[config.mk]
export PLATFORM = sky130hd
export DESIGN_NAME = mem_seq_ctrl_flat
export DESIGN_NICKNAME = d
export VERILOG_FILES = /design/src/rtl/mem_seq_ctrl_if.sv /design/src/rtl/mem_seq_ctrl.sv /design/src/flat_wrapper.sv
export SDC_FILE = /design/constraint.sdc
export NUM_CORES = 1
export LEC_CHECK = 0
export CAP_MARGIN = 20
export CORE_MARGIN = 4
export CORE_UTILIZATION = 33
export CTS_CLUSTER_SIZE = 16
export DETAILED_ROUTE_END_ITERATION = 12
export MAX_ROUTING_LAYER = met4
export PLACE_DENSITY = 0.8
export SYNTH_ARGS = -nofsm -noshare
export SYNTH_HDL_FRONTEND = slang
export SYNTH_SLANG_ARGS = --single-unit
[constraint.sdc]
create_clock -name clock -period 1.3 [get_ports clock]
set_input_delay 0.39 -clock clock [delete_from_list [all_inputs] [get_ports clock]]
set_output_delay 0.39 -clock clock [all_outputs]
set_load 0.01 [all_outputs]
[src/rtl/mem_seq_ctrl_if.sv]
`default_nettype none
// ============================================================================
// Module   : mem_seq_ctrl_if
// Purpose  : Stream and memory-bus signals of the memory fill/dump sequencer.
// Revision : 1.0 - initial release
// ============================================================================
interface mem_seq_ctrl_if #(
  parameter int DATA_W = 4,
  parameter int ADDR_W = 1
);
  logic              in_valid;
  logic [DATA_W-1:0] in_data;
  logic              in_ready;
  logic              out_valid;
  logic [DATA_W-1:0] out_data;
  logic              out_ready;
  logic              mem_we;
  logic [ADDR_W-1:0] mem_addr;
  logic [DATA_W-1:0] mem_wdata;
  logic [DATA_W-1:0] mem_rdata;

  // master: the sequencer; slave: the surrounding stream sources/sinks and memory
  modport master (
    input  in_valid, in_data, out_ready, mem_rdata,
    output in_ready, out_valid, out_data, mem_we, mem_addr, mem_wdata
  );
  modport slave (
    output in_valid, in_data, out_ready, mem_rdata,
    input  in_ready, out_valid, out_data, mem_we, mem_addr, mem_wdata
  );
endinterface
`default_nettype wire

[src/rtl/mem_seq_ctrl.sv]
`default_nettype none
// ============================================================================
// Module   : mem_seq_ctrl
// Purpose  : Fills a small register memory from a valid/ready stream or dumps
//            it to a valid/ready stream. Optional macro MEM_SEQ_CHECKSUM_EN
//            adds an XOR checksum output over the words moved.
// Revision : 1.0 - initial release
// ============================================================================
module mem_seq_ctrl #(
  parameter int DATA_W = 4,
  parameter int ADDR_W = 1
) (
  input  wire logic       clock,
  input  wire logic       reset,
  input  wire logic       start,
  input  wire logic       mode,
  mem_seq_ctrl_if.master  bus,
  output logic            busy,
  output logic            done
`ifdef MEM_SEQ_CHECKSUM_EN
  ,
  output logic [DATA_W-1:0] checksum
`endif
);

  localparam int DEPTH = 1 << ADDR_W;
  localparam logic [ADDR_W-1:0] LAST_ADDR = ADDR_W'(DEPTH - 1);

  typedef enum logic [2:0] {
    S_IDLE    = 3'd0,
    S_FILL    = 3'd1,
    S_RD_WAIT = 3'd2,
    S_RD_OUT  = 3'd3,
    S_DONE    = 3'd4
  } state_t;

  state_t            state_q, state_d;
  logic [ADDR_W-1:0] addr_q, addr_d;
  logic [DATA_W-1:0] out_data_q, out_data_d;
  logic              out_valid_q, out_valid_d;
  logic              done_q, done_d;
  logic [DATA_W-1:0] chk_q, chk_d;

  logic in_fill;
  assign in_fill = (state_q == S_FILL);

  always_comb begin
    state_d     = state_q;
    addr_d      = addr_q;
    out_data_d  = out_data_q;
    out_valid_d = out_valid_q;
    done_d      = 1'b0;
    chk_d       = chk_q;
    case (state_q)
      S_IDLE: begin
        if (start) begin
          addr_d  = '0;
          chk_d   = '0;
          state_d = mode ? S_RD_WAIT : S_FILL;
        end
      end
      S_FILL: begin
        if (bus.in_valid) begin
          chk_d  = chk_q ^ bus.in_data;
          addr_d = addr_q + 1'b1;
          if (addr_q == LAST_ADDR) begin
            state_d = S_DONE;
            done_d  = 1'b1;
          end
        end
      end
      // Memory samples mem_addr on the falling edge inside this cycle.
      S_RD_WAIT: begin
        out_data_d  = bus.mem_rdata;
        out_valid_d = 1'b1;
        state_d     = S_RD_OUT;
      end
      S_RD_OUT: begin
        if (bus.out_ready) begin
          out_valid_d = 1'b0;
          chk_d       = chk_q ^ out_data_q;
          if (addr_q == LAST_ADDR) begin
            state_d = S_DONE;
            done_d  = 1'b1;
          end else begin
            addr_d  = addr_q + 1'b1;
            state_d = S_RD_WAIT;
          end
        end
      end
      S_DONE: begin
        addr_d  = '0;
        state_d = S_IDLE;
      end
      default: state_d = S_IDLE;
    endcase
  end

  // done_q is set on entry to DONE so it is high for exactly that one cycle.
  always_ff @(posedge clock or posedge reset) begin
    if (reset) begin
      state_q     <= S_IDLE;
      addr_q      <= '0;
      out_data_q  <= '0;
      out_valid_q <= 1'b0;
      done_q      <= 1'b0;
      chk_q       <= '0;
    end else begin
      state_q     <= state_d;
      addr_q      <= addr_d;
      out_data_q  <= out_data_d;
      out_valid_q <= out_valid_d;
      done_q      <= done_d;
      chk_q       <= chk_d;
    end
  end

  assign bus.in_ready  = in_fill;
  assign bus.mem_we    = in_fill & bus.in_valid;
  assign bus.mem_wdata = in_fill ? bus.in_data : '0;
  assign bus.mem_addr  = addr_q;
  assign bus.out_valid = out_valid_q;
  assign bus.out_data  = out_data_q;
  assign busy          = (state_q != S_IDLE);
  assign done          = done_q;

`ifdef MEM_SEQ_CHECKSUM_EN
  assign checksum = chk_q;
`else
  logic unused_chk;
  assign unused_chk = ^chk_q;
`endif

endmodule
`default_nettype wire

[src/flat_wrapper.sv]
// flat-port wrapper written by rule: the top's interface ports become plain ports
module mem_seq_ctrl_flat 
#(
  parameter int DATA_W = 4,
  parameter int ADDR_W = 1
)
  (clock, reset, start, mode, busy, done, bus_in_valid, bus_in_data, bus_out_ready, bus_mem_rdata, bus_in_ready, bus_out_valid, bus_out_data, bus_mem_we, bus_mem_addr, bus_mem_wdata);
  mem_seq_ctrl_if #(.DATA_W(DATA_W), .ADDR_W(ADDR_W)) bus_i ();
  input  wire logic clock;
  input  wire logic reset;
  input  wire logic start;
  input  wire logic mode;
  output logic busy;
  output logic done;
  input wire logic [$bits(bus_i.in_valid)-1:0] bus_in_valid;
  input wire logic [$bits(bus_i.in_data)-1:0] bus_in_data;
  input wire logic [$bits(bus_i.out_ready)-1:0] bus_out_ready;
  input wire logic [$bits(bus_i.mem_rdata)-1:0] bus_mem_rdata;
  output wire logic [$bits(bus_i.in_ready)-1:0] bus_in_ready;
  output wire logic [$bits(bus_i.out_valid)-1:0] bus_out_valid;
  output wire logic [$bits(bus_i.out_data)-1:0] bus_out_data;
  output wire logic [$bits(bus_i.mem_we)-1:0] bus_mem_we;
  output wire logic [$bits(bus_i.mem_addr)-1:0] bus_mem_addr;
  output wire logic [$bits(bus_i.mem_wdata)-1:0] bus_mem_wdata;
  assign bus_i.in_valid = bus_in_valid;
  assign bus_i.in_data = bus_in_data;
  assign bus_i.out_ready = bus_out_ready;
  assign bus_i.mem_rdata = bus_mem_rdata;
  assign bus_in_ready = bus_i.in_ready;
  assign bus_out_valid = bus_i.out_valid;
  assign bus_out_data = bus_i.out_data;
  assign bus_mem_we = bus_i.mem_we;
  assign bus_mem_addr = bus_i.mem_addr;
  assign bus_mem_wdata = bus_i.mem_wdata;
  mem_seq_ctrl #(.DATA_W(DATA_W), .ADDR_W(ADDR_W)) u_core (.clock(clock), .reset(reset), .start(start), .mode(mode), .bus(bus_i), .busy(busy), .done(done));
endmodule
Word-level counts from Yosys, hierarchy flattened
Index checks and enable logic that the tools add are counted.
- output and inout port bits: 14
- input bits: 14
- word-level logic and storage cells: 41
- bits in registers: 10
- add/subtract/negate cells: 1
- multiplexer cells: 19
- bitwise logic cells: 1
- equality and inequality tests: 8
- reductions and logical operators: 7
- operators by type and width (operator ; count):
    two-way mux 3 bit ; 5
    case mux 3 bit (4 select lines) ; 1
    two-way mux 1 bit ; 8
    AND reduction 4 bit ; 2
    equality test 3 x 2 -> 1 bit (second input constant) ; 2
    != test 2 bit (second input constant) ; 3
    two-way mux 4 bit ; 1
    case mux 1 bit (2 select lines) ; 2
    case mux 1 bit (4 select lines) ; 1
    nonzero test 4 bit ; 1
    equality test 3 x 1 -> 1 bit (second input constant) ; 1
    equality test 3 bit (second input constant) ; 1
    zero test 3 bit ; 1
    nonzero test 3 bit ; 1
    two-way mux 2 bit ; 1
    != test 2 x 1 -> 1 bit (second input constant) ; 1
    AND reduction 2 bit ; 1
    nonzero test 2 bit ; 1
    adder 1 bit (second input constant) ; 1
    AND 1 bit ; 1

Depth between registers and ports, before layout
- word-level depth: 4
- depth in mapped cells: 4
- mapped depth without buffers: 3

Worst setup path before layout
Ideal clock, no wire load.
- path kind: register to output
- start: reg u_core.state_q[2]
- end: out bus_mem_wdata[0]
- buffers on the path: 0
- required time: 0.910 ns
- setup slack: -0.188 ns
- stages on the path, launching flop included: 4
- arrival: 1.098 ns
- cells stage by stage: dfrtp_1 > nand2b_1 > nor2_1 > and2_1
- word-level cells in the longest chain between the ends: 2
- RTL lines (item ; RTL line ; text):
    start: declaration ; mem_seq_ctrl.sv:37 ; state_t state_q, state_d;
    start signal: assignment ; mem_seq_ctrl.sv:109 ; state_q <= state_d;
    equality test 3 x 1 -> 1 bit ; mem_seq_ctrl.sv:45 ; assign in_fill = (state_q == S_FILL);
    named net bus_in_ready ; flat_wrapper.sv:19 ; output wire logic [$bits(bus_i.in_ready)-1:0] bus_in_ready;
    two-way mux 4 bit ; mem_seq_ctrl.sv:120 ; assign bus.mem_wdata = in_fill ? bus.in_data : '0;
    end: declaration ; flat_wrapper.sv:24 ; output wire logic [$bits(bus_i.mem_wdata)-1:0] bus_mem_wdata;
The timed path passes the listed nets, and every way through them passes these cells.

Worst setup path after layout
- start: reg u_core.state_q[2]
- end: out busy
- word-level cells in the longest chain between the ends: 1
- RTL lines (item ; RTL line ; text):
    nonzero test 3 bit ; mem_seq_ctrl.sv:124 ; assign busy = (state_q != S_IDLE);
    end: declaration ; flat_wrapper.sv:13 ; output logic busy;
Every way passes these cells.

==> key figures <==
Outcome
  • Status: finished, violations left
  • Failing checks: negative setup slack

Final layout
  • Commonest non-fill, non-tap cell in the layout: clkdlybuf4s50_1
  • Area Growth Syn to Fin: 84.86%
  • Final #Nets: 104
  • Multi-input logic area: 274.0 µm²
  • Fin area: 932.1 µm²
  • Sequential cell area: 252.7 µm²
  • Layout cell share with drive strength beyond 1: 44.94%
  • Commonest non-fill, non-tap cells in the layout: clkdlybuf4s50_1 (12), buf_6 (9), dfrtp_1 (8)
  • Layout filler cell count: 100
  • # diodes: 0

Flow run
  • Max_cap viols: 0

Synth
  • Top cell type's share of synthesized area: 49.63%
  • Total number of yosys warnings: 0
  • Mapped Nets: 60
  • Syn_area_per_cell: 10.96 µm²
  • Largest cells by area after synthesis: dfrtp_1 (50%), mux2_2 (8.9%), and2_1 (8.7%)
  • Flops & latches, synth: 10
  • Register area share after synthesis: 49.63%
  • Synth Instances: 46
  • Dominant cell type by area after synthesis: dfrtp_1
  • Mapped cell area: 504.2 µm²
  • Post-synthesis cell type count: 18

Route
  • DRT Wirelength: 1655 µm
  • DR vias: 521
  • Initial DRC count: 12
  • Number of remaining DRC errors: 0
  • DR vias/cell: 5.010
  • First-pass detailed-route iteration total: 4
  • Final ANT Viol Nets: 0
  • DR WL/cell: 15.91 µm

Power
  • Internal power: 0.001369 W
  • Sequential share of power: 25.5%
  • Power per cell area: 2342 nW/µm²
  • Switch share: 37.29%
  • Peak VDD IR: 1.204 mV
  • Logic pwr share: 64.5%
  • Pleak: 0.4388 nW
  • Net Sw Power: 0.0008140 W
  • Clock Power Share: 10.0%

Placed design
  • Placed cell area: 847.1 µm²
  • Global placer's final weighted congestion: 0.7748
  • Port-buffer cells: 27
  • Hpwl dp: 1127 µm

Critical path
  • Slowest cell on the critical path: dfrtp_2
  • Worst EP required: 0.91 ns
  • Critical-path maximum fanout: 3
  • Crit Path Category: flip-flop to primary output
  • Buf/Inv on CP: 2
  • CP max stage delay: 0.41 ns
  • Largest delay share family, worst path: flip-flops
  • Crit end category: primary output
  • Crit path cell chain: buf_6 > or3_1 > buf_2
  • Worst Path Arrival: 1.23 ns
  • Worst Setup Start Kind: flip-flop

STA
  • Setup_tns: -2.699 ns
  • Final setup violation count: 13
  • Fmax: 0.6177 GHz
  • Fin. Hold Viols: 0
  • Skew final: 0.003055 ns
  • Period minus WS final: 1.619 ns
  • Max-slew violation count: 0
  • Unrepaired setup endpoints after global routing: true
  • Tcrit/Tclk final: 124.5%
  • Worst Max-Slew Pin Slew: 0.4016 ns
  • Max_slew headroom: 73.19%
  • Worst setup margin: -0.3190 ns

Global routing
  • First-pass GRT wire length: 2304 µm
  • Initial antenna violation count: 0
  • Largest net degree at the start of global routing: 11
  • GRT overflow: 0
  • Vias in the first global route: 530
  • Tot GR Track Use: 15.94%

Clocking
  • # clock sinks: 10
  • Clk root buf: clkbuf_4
  • Worst skew pair latency: 0.26 ns
  • H-Tree Depth: 1
  • Reg clk slew, reported paths: 0.06 ns
  • CTS tree: built
  • CTS Buffer Depth: 2
  • Total CTS buffers: 3

Die
  • Die Y: 47.09 µm
  • Rows: 13
  • Die area: 2217 µm²
  • Core Footprint: 1366 µm²
  • Initial core utilization: 36.90%
  • Die Wd: 47.09 µm
  • IO Pins: 28

Min path
  • Worst hold path class: input pin to asynchronous set/reset pin
-- path summary, 6_finish.rpt --
kind / start / slack (ns) / endpoint / cells past startpoint
setup / recovery: u_core.state_q[2] / -0.32 / busy / 3
min in group clock: u_core.bus.out_data[0] / 0.51 / u_core.bus.out_data[0] / 1
setup reg to reg: u_core.state_q[0] / -0.17 / u_core.bus.out_data[1] / 5
hold / removal: reset / 0.45 / u_core.bus.out_data[3] / 2
max in group asynchronous: reset / 0.55 / u_core.state_q[2] / 2
hold reg to reg: u_core.bus.out_data[0] / 0.51 / u_core.bus.out_data[0] / 1
-- cell type report --
class	count	area share (%)
Clock buffer	4	2.819
Inverter	2	0.8054
Multi-Input combinational cell	32	29.40
Sequential cell	10	27.11
Tap cell	15	2.013
Timing Repair Buffer	41	37.85
-- cells in the mapped netlist --
library cell	instances
mux2_2	4
a311oi_1	1
and2_1	7
nor2b_1	1
o21ai_0	2
nor2_1	1
nor3b_4	1
or3_1	1
nor3_1	1
inv_1	2
o32a_1	1
nor3b_1	1
nand2b_1	3
a21oi_1	2
nand2_1	4
a211oi_1	2
dfrtp_1	10
buf_6	2
-- flip-flops by register name, summed over array words and instances, names as in the netlist --
register and flops:
u_core.bus.mem_addr 1, u_core.bus.out_data 4, u_core.done 1, u_core.bus.out_valid 1, u_core.state_q 3
-- metrics by stage --
step | utilization, % | hold WS [ns] | worst slack, ns | cells | power [W]
after floorplan | - | 0.2301 | 0.002537 | 46 | 0.001199
after CTS | 65.11 | 0.4046 | -0.3462 | 102 | 0.002044
after detailed placement | 62.00 | 0.4945 | -0.5989 | 94 | 0.001830
final | 68.22 | 0.4453 | -0.3190 | 104 | 0.002183
after global routing | 68.22 | 0.4528 | -0.3821 | 104 | 0.002304
after global placement | 62.00 | 0.4899 | -0.5879 | 94 | 0.001796
-- routing by layer --
metal | routed length, µm | global-route usage [%] | part of all wire [%]
met2 | 848 | 24.66 | 51
met5 | 0 | - | 0
met3 | 97 | 5.364 | 5.9
met1 | 639 | 16.71 | 39
met4 | 70 | 11.60 | 4.2
-- logic make-up (layout without fill, tap and decap cells) --
group,after synthesis,count (layout),synth area share (%)
DFF,10,10,49.63
buffers and inverters,4,47,5.956
AOI/OAI and AO/OA,8,8,10.67
muxes,4,4,8.932
and+or+nand+nor,20,20,24.81
-- power groups by stage --
stage                     Combinational [W]  Clock (W)  Sequential, W
after floorplan                    0.000592          0       0.000607
after global placement              0.00123          0       0.000567
after detailed placement            0.00126          0       0.000572
after CTS                           0.00127   0.000223       0.000554
after global routing                0.00149   0.000241       0.000577
final                               0.00141   0.000218       0.000556
-- what timing repair did --
| item | in CTS | in global routing |
|---|---|---|
| hold buffers | 0 | 0 |
| gates resized for setup | 49 | 17 |
| endpoints found under the setup margin | 19 | 21 |
| setup buffers | 4 | 2 |
| pin swaps | 8 | 7 |
No activity file was read; power rests on OpenSTA's default activity.
